===== src/rtl/decode_stage_idex.sv =====
// ID stage for the 5-stage RV64 pipeline: decode, register-file read with optional
// write-back bypass, immediate generation, load-use bubble insertion and the ID/EX register.
module decode_stage_idex #(
  parameter int XLEN           = 64,
  parameter bit WB_BYPASS      = 1'b1,
  parameter bit ZERO_ON_BUBBLE = 1'b1
) (
  input  logic            clk,
  input  logic            reset,
  input  logic            if_valid,
  input  logic [31:0]     instruction,
  input  logic [XLEN-1:0] if_pc,
  input  logic            flush,
  input  logic            wb_regwrite,
  input  logic [4:0]      wb_rd,
  input  logic [XLEN-1:0] wb_data,
  output logic            stall,
  output logic            idex_valid,
  output logic [XLEN-1:0] idex_pc,
  output logic [XLEN-1:0] idex_rs1_data,
  output logic [XLEN-1:0] idex_rs2_data,
  output logic [XLEN-1:0] idex_imm,
  output logic [4:0]      idex_rd,
  output logic [4:0]      idex_rs1,
  output logic [4:0]      idex_rs2,
  output logic [2:0]      idex_funct3,
  output logic [6:0]      idex_funct7,
  output logic            idex_branch,
  output logic            idex_jump,
  output logic            idex_memread,
  output logic            idex_memtoreg,
  output logic            idex_memwrite,
  output logic            idex_alusrc,
  output logic            idex_regwrite,
  output logic            idex_illegal,
  output logic [1:0]      idex_aluop
);

  localparam logic [6:0] OP_R      = 7'b0110011;
  localparam logic [6:0] OP_I_ALU  = 7'b0010011;
  localparam logic [6:0] OP_LOAD   = 7'b0000011;
  localparam logic [6:0] OP_STORE  = 7'b0100011;
  localparam logic [6:0] OP_BRANCH = 7'b1100011;
  localparam logic [6:0] OP_JAL    = 7'b1101111;
  localparam logic [6:0] OP_JALR   = 7'b1100111;
  localparam logic [6:0] OP_LUI    = 7'b0110111;

  logic [XLEN-1:0] r_regs [32];

  logic [6:0]      w_opcode;
  logic [4:0]      w_rd, w_rs1, w_rs2;
  logic [XLEN-1:0] w_rs1_data, w_rs2_data;
  logic [63:0]     w_imm64;
  logic [XLEN-1:0] w_imm;
  logic            w_branch, w_jump, w_memread, w_memtoreg, w_memwrite;
  logic            w_alusrc, w_regwrite, w_illegal;
  logic [1:0]      w_aluop;
  logic            w_uses_rs1, w_uses_rs2;
  logic            w_hazard, w_bubble, w_clear_data;

  assign w_opcode = instruction[6:0];
  assign w_rd     = instruction[11:7];
  assign w_rs1    = instruction[19:15];
  assign w_rs2    = instruction[24:20];

  always_ff @(posedge clk) begin
    if (reset) begin
      for (int i = 0; i < 32; i++) r_regs[i] <= '0;
    end else if (wb_regwrite && (wb_rd != 5'd0)) begin
      r_regs[wb_rd] <= wb_data;
    end
  end

  always_comb begin
    w_rs1_data = r_regs[w_rs1];
    w_rs2_data = r_regs[w_rs2];
    if (WB_BYPASS && wb_regwrite && (wb_rd != 5'd0)) begin
      if (wb_rd == w_rs1) w_rs1_data = wb_data;
      if (wb_rd == w_rs2) w_rs2_data = wb_data;
    end
    if (w_rs1 == 5'd0) w_rs1_data = '0;
    if (w_rs2 == 5'd0) w_rs2_data = '0;
  end

  always_comb begin
    w_branch   = 1'b0;
    w_jump     = 1'b0;
    w_memread  = 1'b0;
    w_memtoreg = 1'b0;
    w_memwrite = 1'b0;
    w_alusrc   = 1'b0;
    w_regwrite = 1'b0;
    w_illegal  = 1'b0;
    w_aluop    = 2'b00;
    w_uses_rs1 = 1'b0;
    w_uses_rs2 = 1'b0;
    w_imm64    = '0;
    unique case (w_opcode)
      OP_R: begin
        w_regwrite = 1'b1; w_aluop = 2'b10;
        w_uses_rs1 = 1'b1; w_uses_rs2 = 1'b1;
      end
      OP_I_ALU: begin
        w_alusrc = 1'b1; w_regwrite = 1'b1; w_aluop = 2'b11;
        w_uses_rs1 = 1'b1;
        w_imm64 = {{52{instruction[31]}}, instruction[31:20]};
      end
      OP_LOAD: begin
        w_memread = 1'b1; w_memtoreg = 1'b1; w_alusrc = 1'b1; w_regwrite = 1'b1;
        w_uses_rs1 = 1'b1;
        w_imm64 = {{52{instruction[31]}}, instruction[31:20]};
      end
      OP_STORE: begin
        w_memwrite = 1'b1; w_alusrc = 1'b1;
        w_uses_rs1 = 1'b1; w_uses_rs2 = 1'b1;
        w_imm64 = {{52{instruction[31]}}, instruction[31:25], instruction[11:7]};
      end
      OP_BRANCH: begin
        w_branch = 1'b1; w_aluop = 2'b01;
        w_uses_rs1 = 1'b1; w_uses_rs2 = 1'b1;
        w_imm64 = {{52{instruction[31]}}, instruction[7], instruction[30:25],
                   instruction[11:8], 1'b0};
      end
      OP_JAL: begin
        w_jump = 1'b1; w_regwrite = 1'b1;
        w_imm64 = {{44{instruction[31]}}, instruction[19:12], instruction[20],
                   instruction[30:21], 1'b0};
      end
      OP_JALR: begin
        w_jump = 1'b1; w_alusrc = 1'b1; w_regwrite = 1'b1;
        w_uses_rs1 = 1'b1;
        w_imm64 = {{52{instruction[31]}}, instruction[31:20]};
      end
      OP_LUI: begin
        w_alusrc = 1'b1; w_regwrite = 1'b1;
        w_imm64 = {{32{instruction[31]}}, instruction[31:12], 12'b0};
      end
      default: w_illegal = 1'b1;
    endcase
  end

  // Narrower datapaths simply keep the low XLEN bits of the sign-extended immediate.
  assign w_imm = w_imm64[XLEN-1:0];

  assign w_hazard = if_valid && idex_valid && idex_memread && (idex_rd != 5'd0) &&
                    ((w_uses_rs1 && (idex_rd == w_rs1)) || (w_uses_rs2 && (idex_rd == w_rs2)));
  assign stall    = w_hazard && !flush && !reset;

  assign w_bubble     = flush || w_hazard || !if_valid;
  assign w_clear_data = reset || (w_bubble && ZERO_ON_BUBBLE);

  always_ff @(posedge clk) begin
    if (reset || w_bubble) begin
      idex_valid    <= 1'b0;
      idex_branch   <= 1'b0;
      idex_jump     <= 1'b0;
      idex_memread  <= 1'b0;
      idex_memtoreg <= 1'b0;
      idex_memwrite <= 1'b0;
      idex_alusrc   <= 1'b0;
      idex_regwrite <= 1'b0;
      idex_illegal  <= 1'b0;
      idex_aluop    <= 2'b00;
    end else begin
      idex_valid    <= 1'b1;
      idex_branch   <= w_branch;
      idex_jump     <= w_jump;
      idex_memread  <= w_memread;
      idex_memtoreg <= w_memtoreg;
      idex_memwrite <= w_memwrite;
      idex_alusrc   <= w_alusrc;
      idex_regwrite <= w_regwrite;
      idex_illegal  <= w_illegal;
      idex_aluop    <= w_aluop;
    end
  end

  // Data fields follow the decode unless reset or a zeroing bubble clears them.
  always_ff @(posedge clk) begin
    if (w_clear_data) begin
      idex_pc       <= '0;
      idex_rs1_data <= '0;
      idex_rs2_data <= '0;
      idex_imm      <= '0;
      idex_rd       <= '0;
      idex_rs1      <= '0;
      idex_rs2      <= '0;
      idex_funct3   <= '0;
      idex_funct7   <= '0;
    end else begin
      idex_pc       <= if_pc;
      idex_rs1_data <= w_rs1_data;
      idex_rs2_data <= w_rs2_data;
      idex_imm      <= w_imm;
      idex_rd       <= w_rd;
      idex_rs1      <= w_rs1;
      idex_rs2      <= w_rs2;
      idex_funct3   <= instruction[14:12];
      idex_funct7   <= instruction[31:25];
    end
  end

endmodule

===== config.mk =====
export PLATFORM = sky130hd
export DESIGN_NAME = decode_stage_idex
export DESIGN_NICKNAME = d
export VERILOG_FILES = /design/src/rtl/decode_stage_idex.sv
export SDC_FILE = /design/constraint.sdc
export NUM_CORES = 2
export LEC_CHECK = 0
export CORE_MARGIN = 4
export CORE_UTILIZATION = 32
export DETAILED_ROUTE_END_ITERATION = 10
export SYNTH_ARGS = -nofsm -noshare
export SYNTH_HDL_FRONTEND = slang
export SYNTH_SLANG_ARGS = --single-unit

===== constraint.sdc =====
create_clock -name clk -period 4.35 [get_ports clk]
set_clock_uncertainty 0.15 [all_clocks]
set_input_delay 0.87 -clock clk [delete_from_list [all_inputs] [get_ports clk]]
set_output_delay 0.87 -clock clk [all_outputs]
set_load 0.005 [all_outputs]

==> summary.md <==
| Metric | Value |
|---|---|
| Share of synthesized flip-flops with an asynchronous set or reset | `0%` |
| Ordered list of cells on the worst path | `clkdlybuf4s50_1 -> nand4b_1 -> nor4_2 -> buf_4 -> o211ai_1 -> nor3_2 -> buf_4 -> dlygate4sd2_1` |
| Total number of yosys warnings | `0` |
| Max-cap viol count | `0` |
| Dpl ws | `-603.9 ps` |
| Starting utilization of the core area | `32.13%` |
| Worst-case headroom to the max-slew limit | `4.913%` |
| Clock latency at the later pin of the worst-skew pair | `930 ps` |
| Capturing point of the worst reg2reg path | `idex_rs1_data[63]` |
| Depth of the worst hold-timing path | `2` |
| Pin count of the biggest net entering global routing | `113` |
| Max Clk Rate | `248.5 MHz` |
| DRC violations left | `0` |
| Largest buffer count on any clock path | `4` |
| Netlist area before placement | `118500 um2` |
| Capture endpoint of the worst hold path | `idex_rs1[1]` |
| Cells after Synth | `8553` |
| Mean routed wirelength per cell | `35.25 um` |
| Input/output buffers | `462` |
| Core area | `368900 um2` |
| Final Hold Vio Count | `0` |
| Via count normalized by instance count | `6.054` |
| Sink count of the clock tree | `2307` |
| Die ar. | `380100 um2` |
| P&R area growth vs syn | `18.03%` |
| Total power divided by cell area | `392.7 nW/um2` |
| Slew at the pin closest to its max-slew limit | `1422 ps` |
| Share of the clock period used by the worst path after layout | `92.52%` |
| Share of synthesized area occupied by flip-flops and latches | `56.27%` |
| Cell type of the slowest stage on the worst timing path | `clkdlybuf4s50_1` |
| Number of flops mapped to enable cells by yosys | `2048` |
| Maximum VDD drop | `277.3 uV` |
| Family with the most delay on the worst path | `buffers and inverters` |
| TritonCTS clock tree | `built` |
| Via Count | `84459` |
| Syn Area/Cell | `13.85 um2` |
| Number of iterations in the first detailed-routing pass | `6` |
| Total negative setup slack | `0 ps` |
| Type of the worst setup path | `primary input to output port` |
| Final Slew Violations | `0` |
| Number of buffers inserted during clock tree synthesis | `266` |
| Worst path bufs/invs | `4` |
| Number of cell instances on the worst register-to-register path | `10` |
| Commonest register cell after synthesis | `edfxtp_1` |
| Reg-to-Reg Start | `idex_rd[2]` |
| DR iter-0 viols | `13579` |
| Share of cells above drive strength 1 | `19.93%` |
| Global-route wire length before repair | `673.7 mm` |
| Fraction of the core area covered by cells at the end of the flow | `37.92%` |
| GRT overflow | `0` |
| Path category of the worst min-delay check | `primary input to flop` |
| Number of global-route vias before repair | `84007` |
| Clock-pin transition on the worst setup and hold timing paths | `60 ps` |
| Arr. time, crit path | `3000 ps` |
| Final count of negative-setup-slack endpoints | `0` |
| Final net count | `8922` |
| Startpoint class of the critical path | `primary input` |
| Maximum net fanout on the critical path | `2` |
| Filler instances | `34439` |
| Post-detailed-route count of antenna-violating nets | `0` |
| Critical Path Sink Type | `output port` |
| DP HPWL | `277.8 mm` |
| Site row count | `223` |
| Worst-case setup margin in the final layout | `325.3 ps` |
| Final worst path period need | `4025 ps` |
| Width of the die | `616.5 um` |
| Required time worst endpoint | `3330 ps` |
| Register Area | `66700 um2` |
| Unrepaired setup endpoints after global routing | `no` |
| Clock root buffer master | `clkbuf_16` |
| Overall die height | `616.5 um` |
| Longest individual stage delay on the worst path | `530 ps` |
| Initial antenna violation count | `68` |
| Global Route Usage Sum | `24.98%` |
| I/O pin total | `463` |
| Outcome | `complete, no violations` |
| Number of H-tree levels | `5` |
| Most prevalent standard cell on the critical path | `buf_4` |
| Setup slack on the worst flop-to-flop path | `1050 ps` |
| Placed Instance Area | `131200 um2` |
| Area of combinational cells with multiple inputs | `48260 um2` |
| Detailed Route WL | `491.7 mm` |
| Post-route cell area | `139900 um2` |
| Worst hold start | `instruction[16]` |
| Number of synthesized register bits | `2307` |
| Final weighted congestion of routability-driven global placement | `0.8505` |
| Leakage power summed over all cells | `49.02 nW` |
| Unique cell type count in the Yosys netlist | `53` |
==> sequential cells by signal, summed over array words and instances, names as in the netlist, 2 cells and up <==
register       flops
idex_rs1           5
idex_funct3        3
idex_rs1_data     64
idex_pc           64
idex_aluop         2
idex_rs2           5
idex_rs2_data     64
idex_imm          32
idex_rd            5
r_regs          2048
idex_funct7        7
==> cell usage in the layout, fill, tap and decap left out, types with 64 or more instances in the layout <==
| cell | Yosys | layout |
|---|---|---|
| a221oi_1 | 253 | 253 |
| nand2_1 | 166 | 164 |
| clkbuf_1 | 689 | 74 |
| a21oi_1 | 213 | 212 |
| buf_12 | 0 | 203 |
| and3_1 | 86 | 86 |
| a22o_1 | 253 | 253 |
| o22ai_1 | 190 | 190 |
| nor3_1 | 70 | 68 |
| clkdlybuf4s50_1 | 0 | 445 |
| a211o_1 | 64 | 64 |
| and2_1 | 1995 | 1992 |
| mux4_2 | 647 | 647 |
| nor2b_1 | 68 | 65 |
| buf_4 | 62 | 183 |
| edfxtp_1 | 2048 | 2048 |
| dfxtp_1 | 259 | 254 |
| mux2_2 | 251 | 251 |
| nor2_1 | 120 | 87 |
| mux2i_1 | 508 | 508 |
| clkbuf_16 | 0 | 276 |
| conb_1 | 1 | 64 |
| nand3_1 | 74 | 73 |
==> per-stage QoR <==
step / hold slack, ps / power, mW / instances
final: 205.7 / 54.92 / 13950
after CTS: 142.7 / 54.92 / 13915
after detailed placement: 707.2 / 32.78 / 13431
after global routing: 182.8 / 56.28 / 13920
after floorplan: 645.8 / 29.78 / 8616
after global placement: 704.5 / 32.60 / 13431
==> cell usage after synthesis (7+ instances only) <==
cell      number  area share, %
xor2_1        10          0.074
o32a_1        63           0.53
buf_4         62           0.39
and2_1      1995             11
mux2i_1      508            4.3
a211o_1       64           0.47
a221oi_1     253            1.9
dfxtp_1      259            4.4
and3_1        86           0.45
o221ai_1      63           0.47
a21oi_1      213           0.90
buf_2        176           0.74
or3b_1        48           0.35
buf_1         36           0.11
nor4_1         7          0.037
or3b_2        16           0.12
nor2b_1       68           0.36
a22o_1       253            1.9
mux2_2       251            2.4
xnor2_1       10          0.074
clkbuf_1     689            2.2
mux4_2       647             12
nand3_1       74           0.31
nand2_1      166           0.53
o22ai_1      190            1.0
buf_6         17           0.16
nor2_1       120           0.38
nor3_1        70           0.30
edfxtp_1    2048             52
or2_2         33           0.17
==> cells by family after synthesis <==
| group | share of synthesized area (%) |
|---|---|
| compound gates | 7.289 |
| xor+xnor | 0.1478 |
| buf+inv | 3.613 |
| flops | 56.27 |
| mux | 18.97 |
| other cells | 0.003165 |
| simple gates | 13.70 |
==> worst max path at each step <==
stage,from,endpoint,slack (ps),depth (start not counted)
finish,instruction[3],stall,330,8
global route,instruction[3],stall,190,8
CTS,idex_rd[0],stall,240,8
detailed placement,instruction[0],stall,-600,8
global placement,instruction[0],stall,-710,8
floorplan,wb_rd[3],r_regs[28][0],780,8
==> metal layers <==
| layer | global-route usage, % | part of all wire [%] | vias up |
|---|---|---|---|
| met3 | 6.333 | 13 | 1418 |
| met1 | 32.45 | 37 | 43459 |
| met2 | 38.76 | 45 | 6519 |
| met5 | 0 | 0.028 | - |
| li1 | - | - | 33045 |
| met4 | 12.44 | 5.5 | 18 |
==> area by class of cell <==
cell class | instances | share of cell area, %
clock inverters | 107 | 0.7076
clock buffers | 374 | 5.367
repair buffers | 848 | 7.218
multi-input cells | 5323 | 34.50
diodes | 35 | 0.06262
flip-flops and latches | 2307 | 47.69
inverters | 6 | 0.02505
well taps | 4950 | 4.428
==> worst reg2reg max path, stage by stage, from the launching register on <==
cell and delay (ps):
dfxtp_4 370, buf_4 170, or4_1 490, nor2_1 130, nor4_2 80, buf_4 130, o211a_2 200, buf_12 170
nor3b_2 590, buf_12 280, a22o_1 400
==> report_power, final <==
part | total [mW] | leakage [nW] | internal [mW] | switching, mW
combinational | 6.66 | 23.3 | 2.75 | 3.91
clock | 22.4 | 4.16 | 12.8 | 9.59
sequential | 25.8 | 21.6 | 25.2 | 0.604
==> timing repair <==
action	4_1_cts	5_1_grt
hold buffers	0	0
setup buffers	3	0
setup endpoints to repair	1	0
resized for setup	23	0
Power figures use the tool's default switching activity.
